### src/rtl/otter_intc.sv
// MMIO interrupt controller: synchronizes external sources, latches them into
// PENDING, masks with ENABLE and drives the MCU interrupt vector.
module otter_intc #(
  parameter logic [31:0] BASE_ADDR   = 32'h0002_0000,
  parameter int unsigned N_SRC       = 32,
  parameter int unsigned SYNC_STAGES = 2
) (
  input  logic        i_clk,
  input  logic        i_rst_n,
  input  logic [31:0] i_src,
  input  logic        i_iobus_re,
  input  logic        i_iobus_we,
  input  logic [3:0]  i_iobus_sel,
  input  logic [31:0] i_iobus_addr,
  input  logic [31:0] i_iobus_data,
  output logic [31:0] o_iobus_data,
  output logic [31:0] o_intrpt,
  output logic        o_irq
);

  localparam logic [31:0] IMPL = 32'hFFFF_FFFF >> (32 - N_SRC);

  typedef enum logic [2:0] {
    OFF_PEND   = 3'd0,
    OFF_EN     = 3'd1,
    OFF_SWTRIG = 3'd2,
    OFF_RAW    = 3'd3,
    OFF_CLAIM  = 3'd4,
    OFF_MODE   = 3'd5,
    OFF_RSV6   = 3'd6,
    OFF_RSV7   = 3'd7
  } off_e;

  logic [SYNC_STAGES-1:0][31:0] sync_q;
  logic [31:0] sync, prev_q;
  logic [31:0] hw_set_q, hw_set_d;
  logic [31:0] pending_q, pending_d;
  logic [31:0] enable_q, enable_d;
  logic [31:0] mode_q, mode_d;
  logic [31:0] rdata_q, rdata_d;

  logic        hit, wr, rd;
  off_e        off;
  logic [31:0] wmask, wbits, act, claim_mask, claim_val, clr, sw_set;
  logic        found;
  logic        unused_addr_lsbs;

  assign unused_addr_lsbs = ^i_iobus_addr[1:0];

  assign sync  = sync_q[SYNC_STAGES-1];
  assign hit   = (i_iobus_addr[31:5] == BASE_ADDR[31:5]);
  assign off   = off_e'(i_iobus_addr[4:2]);
  assign wr    = i_iobus_we & hit;
  assign rd    = i_iobus_re & hit;
  assign wmask = {{8{i_iobus_sel[3]}}, {8{i_iobus_sel[2]}},
                  {8{i_iobus_sel[1]}}, {8{i_iobus_sel[0]}}};
  assign wbits = i_iobus_data & wmask & IMPL;
  assign act   = pending_q & enable_q;

  always_comb begin
    claim_mask = '0;
    claim_val  = '0;
    found      = 1'b0;
    for (int unsigned i = 0; i < 32; i++) begin
      if (act[i] && !found) begin
        found         = 1'b1;
        claim_mask[i] = 1'b1;
        claim_val     = i + 32'd1;
      end
    end
  end

  always_comb begin
    // prev_q tracks sync every cycle regardless of mode, so a level->edge
    // switch never sees a stale history bit and cannot fabricate an edge.
    hw_set_d = ((sync & ~prev_q & mode_q) | (sync & ~mode_q)) & IMPL;

    sw_set = '0;
    clr    = '0;
    if (wr && off == OFF_SWTRIG) sw_set = wbits;
    if (wr && off == OFF_PEND)   clr    = wbits;
    if (rd && off == OFF_CLAIM)  clr    = clr | claim_mask;

    // Sets are OR-ed in after the clear so they always win.
    pending_d = ((pending_q & ~clr) | sw_set | hw_set_q) & IMPL;

    enable_d = enable_q;
    mode_d   = mode_q;
    if (wr && off == OFF_EN)   enable_d = ((enable_q & ~wmask) | (i_iobus_data & wmask)) & IMPL;
    if (wr && off == OFF_MODE) mode_d   = ((mode_q & ~wmask) | (i_iobus_data & wmask)) & IMPL;

    rdata_d = '0;
    if (rd) begin
      case (off)
        OFF_PEND:  rdata_d = pending_q;
        OFF_EN:    rdata_d = enable_q;
        OFF_RAW:   rdata_d = sync & IMPL;
        OFF_CLAIM: rdata_d = claim_val;
        OFF_MODE:  rdata_d = mode_q;
        default:   rdata_d = '0;
      endcase
    end
  end

  always_ff @(posedge i_clk or negedge i_rst_n) begin
    if (!i_rst_n) begin
      sync_q    <= '0;
      prev_q    <= '0;
      hw_set_q  <= '0;
      pending_q <= '0;
      enable_q  <= '0;
      mode_q    <= IMPL;
      rdata_q   <= '0;
    end else begin
      sync_q    <= {sync_q[SYNC_STAGES-2:0], i_src};
      prev_q    <= sync;
      hw_set_q  <= hw_set_d;
      pending_q <= pending_d;
      enable_q  <= enable_d;
      mode_q    <= mode_d;
      rdata_q   <= rdata_d;
    end
  end

  assign o_iobus_data = rdata_q;
  assign o_intrpt     = act;
  assign o_irq        = |act;

endmodule

### config.mk
export PLATFORM = sky130hd
export DESIGN_NAME = otter_intc
export DESIGN_NICKNAME = d
export VERILOG_FILES = /design/src/rtl/otter_intc.sv
export SDC_FILE = /design/constraint.sdc
export NUM_CORES = 1
export LEC_CHECK = 0
export ABC_AREA = 1
export CAP_MARGIN = 20
export CORE_ASPECT_RATIO = 0.6
export CORE_MARGIN = 2
export CORE_UTILIZATION = 68
export CTS_CLUSTER_DIAMETER = 100
export DETAILED_ROUTE_END_ITERATION = 10
export DONT_BUFFER_PORTS = 1
export PLACE_DENSITY = 0.95
export SLEW_MARGIN = 30
export SYNTH_ARGS = -nofsm -noshare
export SYNTH_HDL_FRONTEND = slang
export SYNTH_SLANG_ARGS = --single-unit
### constraint.sdc
create_clock -name i_clk -period 5 [get_ports i_clk]
set_input_delay 1 -clock i_clk [delete_from_list [all_inputs] [get_ports i_clk]]
set_output_delay 1 -clock i_clk [all_outputs]
set_load 0.02 [all_outputs]
# Word level (Yosys, flattened, before mapping)
# Cells that the tools add are included.
# op_classes
eq_ne	6
n_mux	99
bitwise	20
reduce_logical	69
# ops
cell	n
32-bit 2-to-1 mux	32
32-bit AND	8
32-bit bitwise OR	6
32-bit case mux with 5 select lines	1
32-bit NOT	4
1-bit 2-to-1 mux	63
1-bit logical AND	36
32-bit OR reduction	1
1-bit logical NOT	31
27-bit by 13-bit equality test with 1-bit output, second input constant	1
3-bit by 2-bit equality test with 1-bit output, second input constant	2
3-bit equality test, second input constant	2
2-bit 2-to-1 mux	2
3-bit by 1-bit equality test with 1-bit output, second input constant	1
3-bit logical NOT	1
3-bit 2-to-1 mux	1
1-bit AND	2
# word_totals
register_bits	256
output_inout_bits	65
word_cells	202

# Logic depth before layout (Yosys ltp)
# Gate-level depths: netlist of run 1.
# logic_depth
word_depth	101
depth_mapped	14

# Worst setup path after synthesis of run 1
# OpenSTA, ideal clock, no wires.
# synth_path
kind	input-to-reg
startpoint	in i_iobus_addr[30]
endpoint	reg (tool-made name)
arrival_ps	2309
setup_slack_ps	2565
path_stages	9
n_path_buf	1
path_cell_list	or3_1 > nor3_1 > and2_1 > nand2_2 > clkinv_2 > nand3_2 > buf_2 > nand2_1 > o21ai_0
# synth_rtl
element	line_no	source
start: declaration	14	input logic [31:0] i_iobus_addr,

# Worst setup path in the final report of run 1
# layout_path
startpoint	in i_iobus_addr[30]
endpoint	reg pending_q[29]
# layout_between
elab_chain_cells	10
elab_cells_between_ends	14
cone_classes	eq/ne (1); mux (3); bitwise (7); reduce/logical (3)
# layout_rtl
element	line_no	source
27-bit by 13-bit equality test with 1-bit output *	51	assign hit = (i_iobus_addr[31:5] == BASE_ADDR[31:5]);
1-bit AND	53	assign wr = i_iobus_we & hit;
1-bit logical AND	81	if (wr && off == OFF_PEND) clr = wbits;
32-bit 2-to-1 mux	81	
32-bit bitwise OR	82	if (rd && off == OFF_CLAIM) clr = clr | claim_mask;
32-bit 2-to-1 mux	82	
32-bit NOT	85	pending_d = ((pending_q & ~clr) | sw_set | hw_set_q) & IMPL;
32-bit AND	85	
32-bit bitwise OR * (2 in series)	85	
via pending_d[29]	37	logic [31:0] pending_q, pending_d;
end signal: assignment	118	pending_q <= pending_d;
end: declaration	37	
# Mark *: on every way through the listed nets, which the timed path passes. The rest lies on a longest branch.
# A chain may end at the register's enable or synchronous reset.

==> run summary, run 1 <==
Worst R2R Path Depth: 13
syn avg cell area: 9.58 µm²
largest net degree at the start of global routing: 257
Final Hold Vio Count: 0
die width: 165 µm
Yosys Warn Count: 0
Longest Clk Path Bufs: 3
fillers: 1003
CP endpoint kind: register
CTS tree: built
P per Cell Area: 355 mW/mm²
Core Area: 0.0152 mm²
Post-Syn Instances: 1097
P_leak: 5.53 nW
Final Cycle Share: 62.2%
crit path DAT: 3.50 ns
clock latency on the worst-skew pair: 0.52 ns
placed inst area: 0.0107 mm²
Initial Util: 69.0%
Starting DRT DRC Count: 1093
full die area: 0.0165 mm²
final setup fails: 0
reg2reg setup slack: 2.55 ns
TNS Setup: 0 ns
GR Overflow Total: 0
CP required: 5.39 ns
via count: 8210
largest stage delay on the critical path: 0.67 ns
Worst-Margin Slew: 0.984 ns
fraction of layout cells with a size suffix above 1: 9.63%
boundary pin count: 169
IO Port Bufs: 0
FF-to-FF End: o_iobus_data[0]$_DFF_PN0_
relative slew slack: 34.2%
post-synthesis net count: 1201
gr usage total: 34.9%
FF+latch count, synth: 256
total CTS buffers: 23
Final Max Slew Viols: 0
Hold Slack: 0.186 ns
Multi-input gate area: 0.00331 mm²
delay-heaviest family, CP: simple AND/OR/NAND/NOR gates
setup bufs post-CTS: 0
drt total wl: 28200 µm
vias in the first global route: 8198
CP cell instances: or3_1 -> nor3_1 -> and3_1 -> nand2_1 -> inv_1 -> nand3_1 -> nand3_1 -> nand3b_1
clock slew seen by the registers of the worst setup and hold paths: 0.07 ns
status: finished clean
Synth-to-Final Area Change: 9.35%
GP Congestion: 0.912
die extent in y: 100 µm
WL/cell: 21.4 µm
final design area excluding fillers: 0.0115 mm²
Row Count: 35
drt pass-1 iters: 5
CP Launch Point: i_iobus_addr[30]
most used cell along the critical path: nand3_1
commonest non-fill, non-tap cell in the layout: nand2_1
skew final: 0.0168 ns
DRC viols: 0
CTS root buffer: clkbuf_16
via/cell ratio: 6.24
Reg area: 0.00645 mm²
first-pass GRT wire length: 43200 µm
post_cts resized: 0
final critical-path required period: 3.11 ns
WP depth: 8
RSZ-0062 raised after global routing: false
fin util: 75.4%
Antenna Nets Post-Route: 0
NumNets Final: 1199
sequential element share of the synthesized area: 61.3%
Hold-fix buffers, CTS: 0
CP Class: in -> reg
initial antenna violation count: 1
most frequent cells in the layout: nand2_1 (272), dfrtp_1 (224), inv_1 (163)
Peak VDD IR: 323 µV
fmax: 322 MHz
Worst setup SP type: input port
post-synthesis cell type count: 43
crit path max fanout: 13
Mapped Area: 0.0105 mm²
Worst Path Buf+Inv: 1
hpwl dp: 18400 µm
Max Cap Violations: 0
Critical Path End: pending_q[29]$_DFF_PN0_
CTS H-Tree Depth: 1
slowest cell on the critical path: inv_1
CTS Sinks: 256
HP Class: in -> async
[metal layers]
metal,track usage [%],wire [µm]
met5,0,0
met4,15.1,977
met3,11.2,3940
met2,51.9,12600
met1,48.1,10700
[power breakdown]
group          total [mW]  leakage (nW)  switching (mW)  internal [mW]
clock                1.84         0.386           0.768           1.07
sequential           2.14          3.00          0.0195           2.12
combinational      0.0954          2.14          0.0652         0.0302
[metrics by stage]
step | std cells | total power, mW | setup WS (ns)
3_5_place_dp | 1273 | 2.27 | 1.46
6_report | 1316 | 4.08 | 1.89
3_3_place_gp | 1272 | 2.26 | 1.60
5_1_grt | 1315 | 4.19 | 1.79
4_1_cts | 1314 | 4.08 | 1.92
2_1_floorplan | 1097 | 2.24 | 2.57
[final cells by class]
type | count | share of cell area (%)
Sequential cell | 256 | 56.1
Multi-Input combinational cell | 640 | 28.8
Clock buffer | 31 | 5.62
Inverter | 168 | 5.50
Tap cell | 203 | 2.21
Clock inverter | 10 | 1.23
Timing Repair Buffer | 6 | 0.566
Antenna cell | 2 | 0.0435
[how the worst min path moves through the flow]
stage | end | slack (ns) | cells past startpoint
after floorplan | sync[0]$_DFF_PN0_ | 0.33 | 0
after global placement | sync[26]$_DFF_PN0_ | 0.33 | 0
after detailed placement | sync[25]$_DFF_PN0_ | 0.33 | 0
after CTS | prev_q[17]$_DFF_PN0_ | 0.18 | 0
after global routing | o_iobus_data[23]$_DFF_PN0_ | 0.16 | 0
final | o_iobus_data[23]$_DFF_PN0_ | 0.19 | 0
[kinds of logic (layout without fill, tap and decap cells)]
group / Yosys count / count (layout) / synth area share (%)
DFF: 256 / 256 / 61.3
AOI/OAI and AO/OA: 200 / 200 / 11.5
other: 0 / 2 / 0
and+or+nand+nor: 440 / 440 / 19.8
buffers and inverters: 201 / 215 / 7.38
[worst register-to-register path: cells and delay by family, from the launching register on]
family	cells	cell delay [ns]
and+or+nand+nor	12	1.79
DFF	1	0.41
AOI/OAI and AO/OA	1	0.18
[cells in the mapped netlist, drive strengths merged]
| cell type | number | area [µm²] |
|---|---|---|
| or3 | 1 | 6.26 |
| o2111ai | 1 | 8.76 |
| nor3 | 7 | 40.0 |
| inv | 166 | 623 |
| clkbuf | 17 | 63.8 |
| and2 | 1 | 6.26 |
| nand2 | 279 | 1080 |
| nor2 | 52 | 259 |
| o311ai | 1 | 8.76 |
| o21ai | 85 | 425 |
| a31oi | 5 | 31.3 |
| and3 | 1 | 6.26 |
| a221oi | 25 | 219 |
| nand4 | 22 | 138 |
| o211ai | 19 | 143 |
| dfstp | 32 | 841 |
| a41oi | 2 | 17.5 |
| a22oi | 6 | 45.0 |
| a211oi | 1 | 7.51 |
| a21oi | 44 | 224 |
| nand3b | 34 | 255 |
| o22ai | 1 | 6.26 |
| dfrtp | 224 | 5610 |
| nor4 | 4 | 40.0 |
| nand3 | 39 | 248 |
| a22o | 1 | 8.76 |
| o31ai | 1 | 7.51 |
| clkinv | 2 | 8.75 |
| a21boi | 8 | 60.1 |
| buf | 16 | 80.1 |
Note: power is estimated with default switching activity, not from simulation.
==> inputs of run 2 (changes only) <==
--- a/config.mk
+++ b/config.mk
@@ -9,11 +9,11 @@
 export CAP_MARGIN = 20
 export CORE_ASPECT_RATIO = 0.6
 export CORE_MARGIN = 2
-export CORE_UTILIZATION = 68
+export CORE_UTILIZATION = 63
 export CTS_CLUSTER_DIAMETER = 100
 export DETAILED_ROUTE_END_ITERATION = 10
 export DONT_BUFFER_PORTS = 1
-export PLACE_DENSITY = 0.95
+export PLACE_DENSITY = 0.9
 export SLEW_MARGIN = 30
 export SYNTH_ARGS = -nofsm -noshare
 export SYNTH_HDL_FRONTEND = slang
==> constraint.sdc (replaced) <==
create_clock -name i_clk -period 3 [get_ports i_clk]
set_input_delay 0.6 -clock i_clk [delete_from_list [all_inputs] [get_ports i_clk]]
set_output_delay 0.6 -clock i_clk [all_outputs]
set_load 0.02 [all_outputs]
==> run 2 against run 1 <==
  * The run now ends with hold timing left
  * Sequential power grew 67%
  * Sequential share of layout area fell by 0.12 points
  * Clock skew decreased by 0.0067 ns
  * Hold slack worse by 0.40 ns
  * Highest routed layer unchanged
  * Critical path type is now reg -> out
  * Clock-buffer cell count increased by 5
  * Die area grew 7.7%
  * First-iteration DRC count fell by 14%
  * Global-route usage fell by 4.5 points
==> run summary, run 2 (synthesis gave the netlist of run 1 again) <==
Multi-input gate area: 0.00330 mm² (-0.30%)
reg2reg setup slack: 0.58 ns (-1.97 ns)
via count: 7909 (-3.7%)
DRC viols: 0 (unchanged)
largest net degree at the start of global routing: 257 (unchanged)
fmax: 361 MHz
Antenna Nets Post-Route: 0 (unchanged)
first-pass GRT wire length: 41400 µm (-4.2%)
Critical R2R Launch: pending_q[2]$_DFF_PN0_
drt pass-1 iters: 5 (unchanged)
crit path max fanout: 3 (-10)
Worst-Margin Slew: 0.685 ns (-0.299 ns)
initial antenna violation count: 0 (-1)
CTS Sinks: 256 (unchanged)
Final Cycle Share: 92.3%
Worst setup SP type: register
Row Count: 36 (+2.9%)
gr usage total: 30.4% (-4.5 points)
boundary pin count: 169 (unchanged)
Hold Slack: -0.210 ns (-0.396 ns)
CTS tree: built
slowest cell on the critical path: dfrtp_1
GR Overflow Total: 0 (unchanged)
P per Cell Area: 576 mW/mm² (+62%)
Reg area: 0.00645 mm² (unchanged)
RSZ-0062 raised after global routing: false
CP Class: reg -> out
Peak VDD IR: 524 µV (+62%)
Worst R2R Path Depth: 13 (unchanged)
commonest non-fill, non-tap cell in the layout: nand2_1
final design area excluding fillers: 0.0115 mm² (+0.21%)
skew final: 0.0101 ns (-0.00671 ns)
P_leak: 5.53 nW (+0.13%)
fraction of layout cells with a size suffix above 1: 9.74% (+0.11 points)
GP Congestion: 0.902 (-1.0%)
largest stage delay on the critical path: 0.40 ns (-0.27 ns)
CP cell instances: nand2_1 -> nand2_1 -> nor2_1 -> inv_1 -> nor4_1 -> nand4_1
setup bufs post-CTS: 0 (unchanged)
clock slew seen by the registers of the worst setup and hold paths: 0.06 ns (about the same)
CTS H-Tree Depth: 1 (unchanged)
hpwl dp: 18000 µm (-2.0%)
worst setup margin: 0.232 ns (-1.66 ns)
HP Class: in -> async
post-route insts no fill: 1347 (+2.4%)
most frequent cells in the layout: nand2_1 (272), dfrtp_1 (224), inv_1 (164)
die width: 171 µm (+3.8%)
IO Port Bufs: 0 (unchanged)
failing checks: hold timing
final critical-path required period: 2.77 ns
CP required: 2.40 ns (-2.99 ns)
WL/cell: 19.7 µm (-8.2%)
Longest Clk Path Bufs: 3 (unchanged)
die extent in y: 104 µm (+3.7%)
crit path DAT: 2.17 ns (-1.33 ns)
fillers: 1166 (+16%)
most used cell along the critical path: nand2_1
clock latency on the worst-skew pair: 0.51 ns (about the same)
dpl cells: 1306 (+2.6%)
Place WS: 0.398 ns (-1.06 ns)
Max Cap Violations: 0 (unchanged)
Final Max Slew Viols: 0 (unchanged)
final setup fails: 0 (unchanged)
placed inst area: 0.0108 mm² (+0.69%)
NumNets Final: 1207 (+0.67%)
Antenna Cells: 0 (-2)
drt total wl: 26500 µm (-6.0%)
TNS Setup: 0 ns (unchanged)
post_cts resized: 0 (unchanged)
Final Hold Vio Count: 230 (+230)
relative slew slack: 54.3% (+20 points)
FF-to-FF End: o_iobus_data[0]$_DFF_PN0_
CTS root buffer: clkbuf_16
via/cell ratio: 5.87 (-5.9%)
full die area: 0.0178 mm² (+7.7%)
CP endpoint kind: output pin
Initial Util: 64.7% (-4.3 points)
vias in the first global route: 7788 (-5.0%)
total CTS buffers: 23 (unchanged)
Core Area: 0.0163 mm² (+6.7%)
Starting DRT DRC Count: 942 (-14%)
Synth-to-Final Area Change: 9.58%
status: complete, but fails checks
[run 2: layout make-up]
| class | count | share of cell area (%) |
|---|---|---|
| clock buffer | 36 | 5.77 |
| clock inverter | 5 | 0.673 |
| inverter | 168 | 5.48 |
| multi-input combinational | 640 | 28.6 |
| sequential | 256 | 56.0 |
| tap | 228 | 2.48 |
| timing repair buffer | 14 | 1.02 |
[run 2: worst max path at each step]
| stage | start | end | slack (ns) | cells after the start |
|---|---|---|---|---|
| floorplan | i_iobus_addr[30] | register | 0.97 | 9 |
| global placement | i_iobus_addr[30] | pending_q[29]$_DFF_PN0_ | 0.51 | 8 |
| detailed placement | i_iobus_addr[30] | pending_q[29]$_DFF_PN0_ | 0.40 | 8 |
| CTS | pending_q[19]$_DFF_PN0_ | o_irq | 0.27 | 6 |
| global route | register | o_irq | 0.09 | 6 |
| finish | pending_q[19]$_DFF_PN0_ | o_irq | 0.23 | 6 |
[run 2: metal layers]
metal	up-vias	part of all wire [%]	GRT usage, %
li1	3576	-	-
met1	3800	41	43.1
met2	470	42	44.7
met3	63	14	11.5
met4	0	2.3	7.39
met5	-	0	0
[run 2: worst max-delay path, delay by kind of cell, from the launching register on]
family / cells / cell delay (ns)
simple gates: 5 / 1.10
flops: 1 / 0.40
buf+inv: 1 / 0.17
[run 2: stage by stage]
step	util (%)	power, mW
detailed placement	66.3	3.78
finish	70.8	6.64
global placement	66.3	3.77
CTS	70.8	6.69
global route	70.8	6.86
floorplan	-	3.74
[run 2: where the power goes]
group          internal, mW  switching, mW
combinational        0.0526          0.102
clock                  1.69           1.22
sequential             3.54         0.0312
total                  5.29           1.35
